===== config.mk =====
export PLATFORM = sky130hd
export DESIGN_NAME = yarvis_spi_mem_master
export DESIGN_NICKNAME = d
export VERILOG_FILES = /design/src/rtl/yarvis_spi_pkg.sv /design/src/rtl/yarvis_spi_shreg.sv /design/src/rtl/yarvis_spi_mem_master.sv
export SDC_FILE = /design/constraint.sdc
export NUM_CORES = 1
export LEC_CHECK = 0
export BUFFER_PORTS_ARGS = -buffer_cell sky130_fd_sc_hd__buf_2
export CORE_MARGIN = 2
export CORE_UTILIZATION = 51
export DETAILED_ROUTE_END_ITERATION = 10
export GPL_TIMING_DRIVEN = 0
export PLACE_DENSITY = 0.77
export SLEW_MARGIN = 20
export SYNTH_ARGS = -nofsm -noshare
export SYNTH_HDL_FRONTEND = slang
export SYNTH_HIERARCHICAL = 1
export SYNTH_SLANG_ARGS = --single-unit

===== constraint.sdc =====
create_clock -name clk -period 1.8 [get_ports clk]
set_input_delay 0.09 -clock clk [delete_from_list [all_inputs] [get_ports clk]]
set_output_delay 0.09 -clock clk [all_outputs]
set_load 0.05 [all_outputs]

===== src/rtl/yarvis_spi_pkg.sv =====
// Shared opcodes, frame constants and FSM state encoding for the yarvis SPI RAM initiator.
package yarvis_spi_pkg;

  localparam int         CMD_BITS  = 8;
  localparam logic [7:0] OPC_READ  = 8'h03;
  localparam logic [7:0] OPC_WRITE = 8'h02;

  typedef enum logic [2:0] {
    ST_IDLE,
    ST_CMD,
    ST_ADDR,
    ST_DUMMY,
    ST_DATA,
    ST_DONE
  } state_t;

endpackage


===== src/rtl/yarvis_spi_shreg.sv =====
// Loadable frame shift register: MSB drives mosi, miso enters at the LSB.
// Single-cycle load/shift; no backpressure, the parent sequences every shift.
module yarvis_spi_shreg #(
  parameter int W    = 64,
  parameter int RX_W = 32
) (
  input  logic            clk,
  input  logic            rst_n,
  input  logic            load,
  input  logic [W-1:0]    load_dat,
  input  logic            shift,
  input  logic            shift_in,
  output logic            msb_dat,
  output logic [RX_W-1:0] rx_nxt_dat
);

  logic [W-1:0] q;

  always_ff @(posedge clk or negedge rst_n) begin
    if (!rst_n) begin
      q <= '0;
    end else if (load) begin
      q <= load_dat;
    end else if (shift) begin
      q <= {q[W-2:0], shift_in};
    end
  end

  assign msb_dat = q[W-1];
  // Receive word as it will look after the pending shift; lets the final bit be captured on the same edge.
  assign rx_nxt_dat = {q[RX_W-2:0], shift_in};

endmodule


===== src/rtl/yarvis_spi_mem_master.sv =====
// SPI mode-0 initiator moving one DATA_W word per frame to/from an external SPI RAM.
// Response 2N+1 cycles after accept; req_ready low for the whole frame including DONE.
module yarvis_spi_mem_master
  import yarvis_spi_pkg::*;
#(
  parameter int ADDR_W       = 24,
  parameter int DATA_W       = 32,
  parameter int DUMMY_CYCLES = 0
) (
  input  logic              clk,
  input  logic              rst_n,
  input  logic              req_valid,
  output logic              req_ready,
  input  logic              req_we,
  input  logic [ADDR_W-1:0] req_addr,
  input  logic [DATA_W-1:0] req_wdata,
  output logic              rsp_valid,
  output logic [DATA_W-1:0] rsp_rdata,
  output logic              spi_cs_n,
  output logic              spi_sclk,
  output logic              spi_mosi,
  input  logic              spi_miso
);

  localparam int FRAME_W = CMD_BITS + ADDR_W + DATA_W;
  localparam int LEN_AD  = (ADDR_W > DATA_W) ? ADDR_W : DATA_W;
  localparam int LEN_ADC = (LEN_AD > CMD_BITS) ? LEN_AD : CMD_BITS;
  localparam int MAX_LEN = (LEN_ADC > DUMMY_CYCLES) ? LEN_ADC : DUMMY_CYCLES;
  localparam int CNT_W   = $clog2(MAX_LEN + 1);

  state_t              state_q, state_d;
  logic                sclk_q, sclk_d;
  logic                miso_q, miso_d;
  logic [CNT_W-1:0]    cnt_q, cnt_d;
  logic                we_q;
  logic [DATA_W-1:0]   rdata_q;
  logic                sh_load, sh_shift, rdata_ld, seg_last, in_frame, sh_msb;
  int                  seg_len;
  logic [DATA_W-1:0]   wdata_sw, rx_nxt, rx_sw;
  logic [FRAME_W-1:0]  load_dat;

  // Little-endian on the wire: byte 0 occupies the top of the shift word so it leaves first.
  always_comb begin
    wdata_sw = '0;
    rx_sw    = '0;
    for (int i = 0; i < DATA_W / 8; i++) begin
      wdata_sw[DATA_W-1-8*i -: 8] = req_wdata[8*i +: 8];
      rx_sw[8*i +: 8]             = rx_nxt[DATA_W-1-8*i -: 8];
    end
  end

  assign load_dat = {(req_we ? OPC_WRITE : OPC_READ), req_addr, (req_we ? wdata_sw : '0)};

  yarvis_spi_shreg #(.W(FRAME_W), .RX_W(DATA_W)) u_shreg (
    .clk        (clk),
    .rst_n      (rst_n),
    .load       (sh_load),
    .load_dat   (load_dat),
    .shift      (sh_shift),
    .shift_in   (miso_q),
    .msb_dat    (sh_msb),
    .rx_nxt_dat (rx_nxt)
  );

  always_ff @(posedge clk or negedge rst_n) begin
    if (!rst_n) begin
      state_q <= ST_IDLE;
      sclk_q  <= 1'b0;
      miso_q  <= 1'b0;
      cnt_q   <= '0;
      we_q    <= 1'b0;
      rdata_q <= '0;
    end else begin
      state_q <= state_d;
      sclk_q  <= sclk_d;
      miso_q  <= miso_d;
      cnt_q   <= cnt_d;
      if (sh_load) we_q <= req_we;
      if (rdata_ld) rdata_q <= rx_sw;
    end
  end

  always_comb begin
    state_d  = state_q;
    sclk_d   = 1'b0;
    miso_d   = miso_q;
    cnt_d    = cnt_q;
    sh_load  = 1'b0;
    sh_shift = 1'b0;
    rdata_ld = 1'b0;
    case (state_q)
      ST_CMD:   seg_len = CMD_BITS;
      ST_ADDR:  seg_len = ADDR_W;
      ST_DUMMY: seg_len = DUMMY_CYCLES;
      ST_DATA:  seg_len = DATA_W;
      default:  seg_len = 1;
    endcase
    seg_last = (cnt_q == CNT_W'(seg_len - 1));

    case (state_q)
      ST_IDLE: begin
        if (req_valid) begin
          sh_load = 1'b1;
          cnt_d   = '0;
          state_d = ST_CMD;
        end
      end
      ST_CMD, ST_ADDR, ST_DUMMY, ST_DATA: begin
        if (!sclk_q) begin
          sclk_d = 1'b1;
          miso_d = spi_miso;
        end else begin
          // Shift on the falling edge so mosi only moves while sclk is low.
          sh_shift = (state_q != ST_DUMMY);
          cnt_d    = seg_last ? '0 : cnt_q + 1'b1;
          if (seg_last) begin
            case (state_q)
              ST_CMD:   state_d = ST_ADDR;
              ST_ADDR:  state_d = (!we_q && DUMMY_CYCLES > 0) ? ST_DUMMY : ST_DATA;
              ST_DUMMY: state_d = ST_DATA;
              default: begin
                state_d  = ST_DONE;
                rdata_ld = !we_q;
              end
            endcase
          end
        end
      end
      ST_DONE:  state_d = ST_IDLE;
      default:  state_d = ST_IDLE;
    endcase
  end

  assign in_frame  = state_q inside {ST_CMD, ST_ADDR, ST_DUMMY, ST_DATA};
  assign req_ready = (state_q == ST_IDLE);
  assign rsp_valid = (state_q == ST_DONE);
  assign rsp_rdata = rdata_q;
  assign spi_cs_n  = !in_frame;
  assign spi_sclk  = in_frame && sclk_q;
  assign spi_mosi  = in_frame && (state_q != ST_DUMMY) && sh_msb;

endmodule


# Word level (Yosys, flattened, before mapping)

Cells that the tools add are included.

Output and inout bits: 37
Logic and storage cells: 59
Flip-flop bits (word level): 108
Input bits: 61

Reduce and logical (&&, ||, !) cells: 15
Eq/ne operators: 10
Muxes and demuxes: 24
Bitwise gates (word level): 1
Add/subtract/negate cells: 2

Operators with widths:

| kind                  | count |
|---|---|
| $mux W64              | 2 |
| $mux W32              | 1 |
| $pmux W6 S4           | 1 |
| $mux W6               | 3 |
| $pmux W3 S2           | 2 |
| $pmux W6 S2           | 1 |
| $mux W1               | 11 |
| $mux W3               | 3 |
| $add A6 B1 Y6 const B | 1 |
| $eq A3 B2 Y1 const B  | 2 |
| $eq A3 B3 Y1 const B  | 2 |
| $eq A6 B6 Y1          | 1 |
| $ne A2 B2 Y1 const B  | 3 |
| $reduce_and A3 Y1     | 2 |
| $sub A6 B2 Y6 const B | 1 |
| $reduce_bool A2 Y1    | 2 |
| $reduce_bool A4 Y1    | 1 |
| $reduce_or A4 Y1      | 1 |
| $eq A3 B1 Y1 const B  | 1 |
| $logic_and A1 B1 Y1   | 3 |
| $logic_not A3 Y1      | 1 |
| $ne A3 B2 Y1 const B  | 1 |
| $reduce_or A3 Y1      | 1 |
| $logic_not A1 Y1      | 2 |
| other kinds (3)       | 3 |

# Logic depth before layout (Yosys ltp)

Depth in word-level cells: 7
Depth in mapped cells: 8
Gate-level depth less buffers: 5

# Modules after synthesis

Netlist, hierarchy kept.

By module, submodules not included:

| module                | times used | area an instance (um2) | cells each |
|---|---|---|---|
| yarvis_spi_shreg      | 1          | 3205.6                 | 309 |
| yarvis_spi_mem_master | 1          | 2359.8                 | 189 |

# Least setup slack after synthesis

OpenSTA, ideal clock, no wires.

Path type: reg-to-reg
Start point: reg state_q[1]
End point: reg u_shreg.q[10]
Path slack: -0.820 ns
Buffers on the path: 3
Stages on the path, launching flop included: 7
Data arrival time: 2.488 ns
Library setup time: 0.132 ns
Cells stage by stage: dfrtp_1 > buf_4 > nor3_1 > and2_1 > buf_4 > clkbuf_1 > o21ai_1

Elaborated cells between the ends (all ways): 12
Those cells by class: 5 x eq/ne; 4 x mux; 3 x reduce/logical

RTL lines:

| element                                        | line                         | RTL |
|---|---|---|
| start, declared                                | yarvis_spi_mem_master.sv:31  | `state_t state_q, state_d;` |
| start signal, assigned                         | yarvis_spi_mem_master.sv:74  | `state_q <= state_d;` |
| $logic_not A3 Y1 (*)                           | --                           |  |
| via req_ready                                  | yarvis_spi_mem_master.sv:13  | `output logic req_ready,` |
| $mux W1 (*)                                    | yarvis_spi_mem_master.sv:100 | `case (state_q)` |
| via sh_load                                    | yarvis_spi_mem_master.sv:37  | `logic sh_load, sh_shift, rdata_ld, seg_last, in_frame, sh_msb;` |
| $mux W64 or $reduce_bool A2 Y1 (tied branches) | --                           |  |
| end signal, assigned                           | yarvis_spi_shreg.sv:23       | `q <= load_dat;` |
| end signal, assigned                           | yarvis_spi_shreg.sv:25       | `q <= {q[W-2:0], shift_in};` |
| end, declared                                  | yarvis_spi_shreg.sv:17       | `logic [W-1:0] q;` |

Mark *: on every way through the listed nets, which the timed path passes. The rest lies on a longest branch.
A chain may end at the register's enable or synchronous reset.

# Worst setup path after layout

Start point: reg state_q[2]
End point: reg rdata_q[22] (netlist: rsp_rdata[22])

Word-level cells in the longest chain between the ends: 7
Elaborated cells between the ends (all ways): 13
Those cells by class: 1 x add/sub; 5 x eq/ne; 5 x mux; 2 x reduce/logical

RTL lines:

| element                              | line                                                      | RTL |
|---|---|---|
| $eq A3 B3 Y1 (tied with other cells) | yarvis_spi_mem_master.sv:91, yarvis_spi_mem_master.sv:100 |  |
| $pmux W6 S4                          | yarvis_spi_mem_master.sv:91                               | `case (state_q)` |
| $sub A6 B2 Y6                        | yarvis_spi_mem_master.sv:98                               | `seg_last = (cnt_q == CNT_W'(seg_len - 1));` |
| $eq A6 B6 Y1                         | yarvis_spi_mem_master.sv:98                               |  |
| $mux W1                              | yarvis_spi_mem_master.sv:116                              | `if (seg_last) begin` |
| $mux W1                              | yarvis_spi_mem_master.sv:109                              | `if (!sclk_q) begin` |
| $mux W1 (*)                          | yarvis_spi_mem_master.sv:100                              |  |
| end signal, assigned                 | yarvis_spi_mem_master.sv:79                               | `if (rdata_ld) rdata_q <= rx_sw;` |
| end, declared                        | yarvis_spi_mem_master.sv:36                               | `logic [DATA_W-1:0] rdata_q;` |

Every way passes the cells marked *; elsewhere a longest branch is shown, timed or not.

==> impl_metrics.ini <==
[clocking]
cts_inserted_buffers = 9
clkSinkCount = 108
clkSlewWorstSetupHoldPaths_ns = 0.10
htreeDepth = 3
clkLatencyLatePin_ns = 0.38
clock-root-buffer = clkbuf_8
clock_path_buffers = 2
cts_tree = built

[logic_synthesis]
synthCells = 498
synthDistinctLibCells = 42
yosys_most_used_dff = dfrtp_1
synth-edff-count = 0
yosysWarnings = 6
yosys.area.top_type = dfrtp_1
syn_area_sq_um = 5570
synth_area_leaders = dfrtp_1 49%, mux2i_1 12%, mux2_4 8.1%
synthArstFlopShare_pct = 100
synth.most_common_cell = dfrtp_1
synth_common_cells = 108 x dfrtp_1, 70 x nand2_1, 65 x mux2i_1
seq_area_frac_synth_pct = 48.6
yosysTopAreaCellShare_pct = 48.6
avgSynthCellArea_sq_um = 11.2
synth_seq_cells = 108

[routing]
routed-wl-met3_microns = 586
routed_wl_microns = 13400
wl_met1_microns = 5650
dr.max_layer_used = met4
avgViaCountPerCell = 5.15
drc = 0
num_vias = 4168
wl_met2_microns = 6910
routedWlPerCell_microns = 16.6
drtIter0Drc = 278
antenna_left = 0
drtPass1Iterations = 4

[worst_setup_path]
crit_top_cell = buf_12
timing.rr.end = rsp_rdata[22]
crit_start = state_q[2]
r2r_cells = 6
reg2reg_slack_ns = -0.15
crit_type = flip-flop to flip-flop
slowest_delay_ns = 0.44
crit_arrival_ns = 2.22
r2r_start = state_q[2]
path_max_fanout = 10
worstSetupStartpointType = flip-flop
critPathSlowestCell = dfrtp_2
worst_ep_required_time_ns = 2.07
path_cells = or3b_4 -> a21oi_4 -> o2111ai_4 -> buf_12 -> buf_12 -> mux2_4
end_kind = flip-flop

[sta]
skew_ns = 0.0133
grt_setup_unrepaired = yes
fin_crit_ns = 1.95
max_freq_mhz = 513
finalSetupViolCount = 103
hold_viol = 0
fin_crit_sh_pct = 108
layout_setup_ws_ns = -0.150
holdWs_ns = 0.0442
fin_tns_setup_ns = -7.70
drv_slew = 0

[placed_design]
place.gp.congestion = 0.768
place_area_sq_um = 6460
hpwl_microns = 8040
place_inst = 741
io_buffers = 97

[die]
die_h_microns = 108
ios = 98
fp.dieW_microns = 108
core.rowCount = 38
coreArea_sq_um = 10700
initial_core_util_pct = 51.8
die-area_sq_um = 11800

[finish]
area_growth_pct = 36.5
fin_area_sq_um = 7600
antennaDiodeCount = 0
fin_cells = 810
fillers = 775
drive_gt1_share_pct = 40.9
final_nets = 727

[power]
power-per-cell-area_nw_per_um2 = 1560
leakage_nw = 3.64
power.total_w = 0.0118
ir_worst_vdd_uv = 786

[min_path]
hold_depth = 4
holdPathEnd = u_shreg/q[22]
worstHoldStart = req_wdata[14]
hold_class = input port to flip-flop

[global_routing]
grt_pass1_vias = 4171
antenna_found_initial = 0
grt_pass1_wl_microns = 20300
grt_usage_pct = 22.1
grt_overflow = 0
grt_max_degree = 74

[run_status]
outcome = finished with violations
failed_checks = negative setup slack

[run]
maxCapViolCount = 0
[power breakdown]
part	total, W	internal, W	switching [W]
Combinational	0.00652	0.00351	0.00301
Sequential	0.00378	0.00319	0.000596
Clock	0.00153	0.000716	0.000818
[per-layer routing]
layer	up-vias	track usage, %
met4	0	7.42
met2	114	37.1
li1	1988	-
met1	2041	28.8
met5	-	0
met3	25	4.22
[cell type report]
cell class	instances	area (sq um)	share of cell area [%]
plain buffers	63	683	8.99
clock buffers	12	155	2.04
clock inverters	4	47.5	0.626
inverters	2	7.51	0.0988
multi-input cells	328	2590	34.0
flip-flops and latches	108	2710	35.6
well taps	140	175	2.31
repair buffers	153	1240	16.3
[critical path: cells and delay by family (launching register included)]
family,cells,cell delay [ns]
buffers and inverters,2,0.33
AO/OA/AOI/OAI,2,0.34
AND/OR/NAND/NOR,1,0.42
multiplexers,1,0.30
flip-flops,1,0.44
[metrics by stage]
step | util, % | setup slack [ns]
final | 70.7 | -0.150
after global routing | 70.7 | -0.201
after CTS | 66.3 | -0.183
after detailed placement | 60.1 | -0.255
after global placement | 59.8 | -0.740
after floorplan | - | -0.110
[worst max path at each step]
| stage | end | slack [ns] | depth (start not counted) |
|---|---|---|---|
| after floorplan | state_q[0] | -0.11 | 6 |
| after global placement | state_q[2] | -0.74 | 1 |
| after detailed placement | rsp_rdata[22] | -0.25 | 6 |
| after CTS | rsp_rdata[6] | -0.18 | 5 |
| after global routing | rsp_rdata[22] | -0.20 | 6 |
| final | rsp_rdata[22] | -0.15 | 6 |
[cell usage in the layout, fill, tap and decap left out, types with 15 or more instances in the layout]
master	n
mux2i_1	57
o21ai_1	65
dlygate4sd3_1	26
nand2_1	70
clkbuf_8	18
and2_1	33
mux2_4	31
dfrtp_1	106
buf_6	15
buf_2	91
buf_4	47
[flip-flops by register name (all words and copies together), names as in the netlist]
register / cells
we_q: 1
miso_q: 1
cnt_q: 6
u_shreg/q: 64
sclk_q: 1
rsp_rdata: 32
state_q: 3
[cell families after synthesis]
logic type | count (synthesis) | synth area share, %
compound gates | 84 | 9.20
xor+xnor | 3 | 0.472
fa+ha+maj | 1 | 0.225
buf+inv | 67 | 8.88
flops | 108 | 48.6
mux | 100 | 20.8
other cells | 2 | 0.135
simple gates | 133 | 11.7
[what timing repair did]
| item | CTS | global route |
|---|---|---|
| endpoints found under the hold margin | 60 | 0 |
| buffers inserted | 14 | 5 |
| resized for setup | 20 | 58 |
| cloned | 1 | 9 |
| setup endpoints to repair | 104 | 109 |
| pin swaps | 9 | 59 |
| hold buffers | 26 | 0 |
Note: power is estimated with default switching activity, not from simulation.
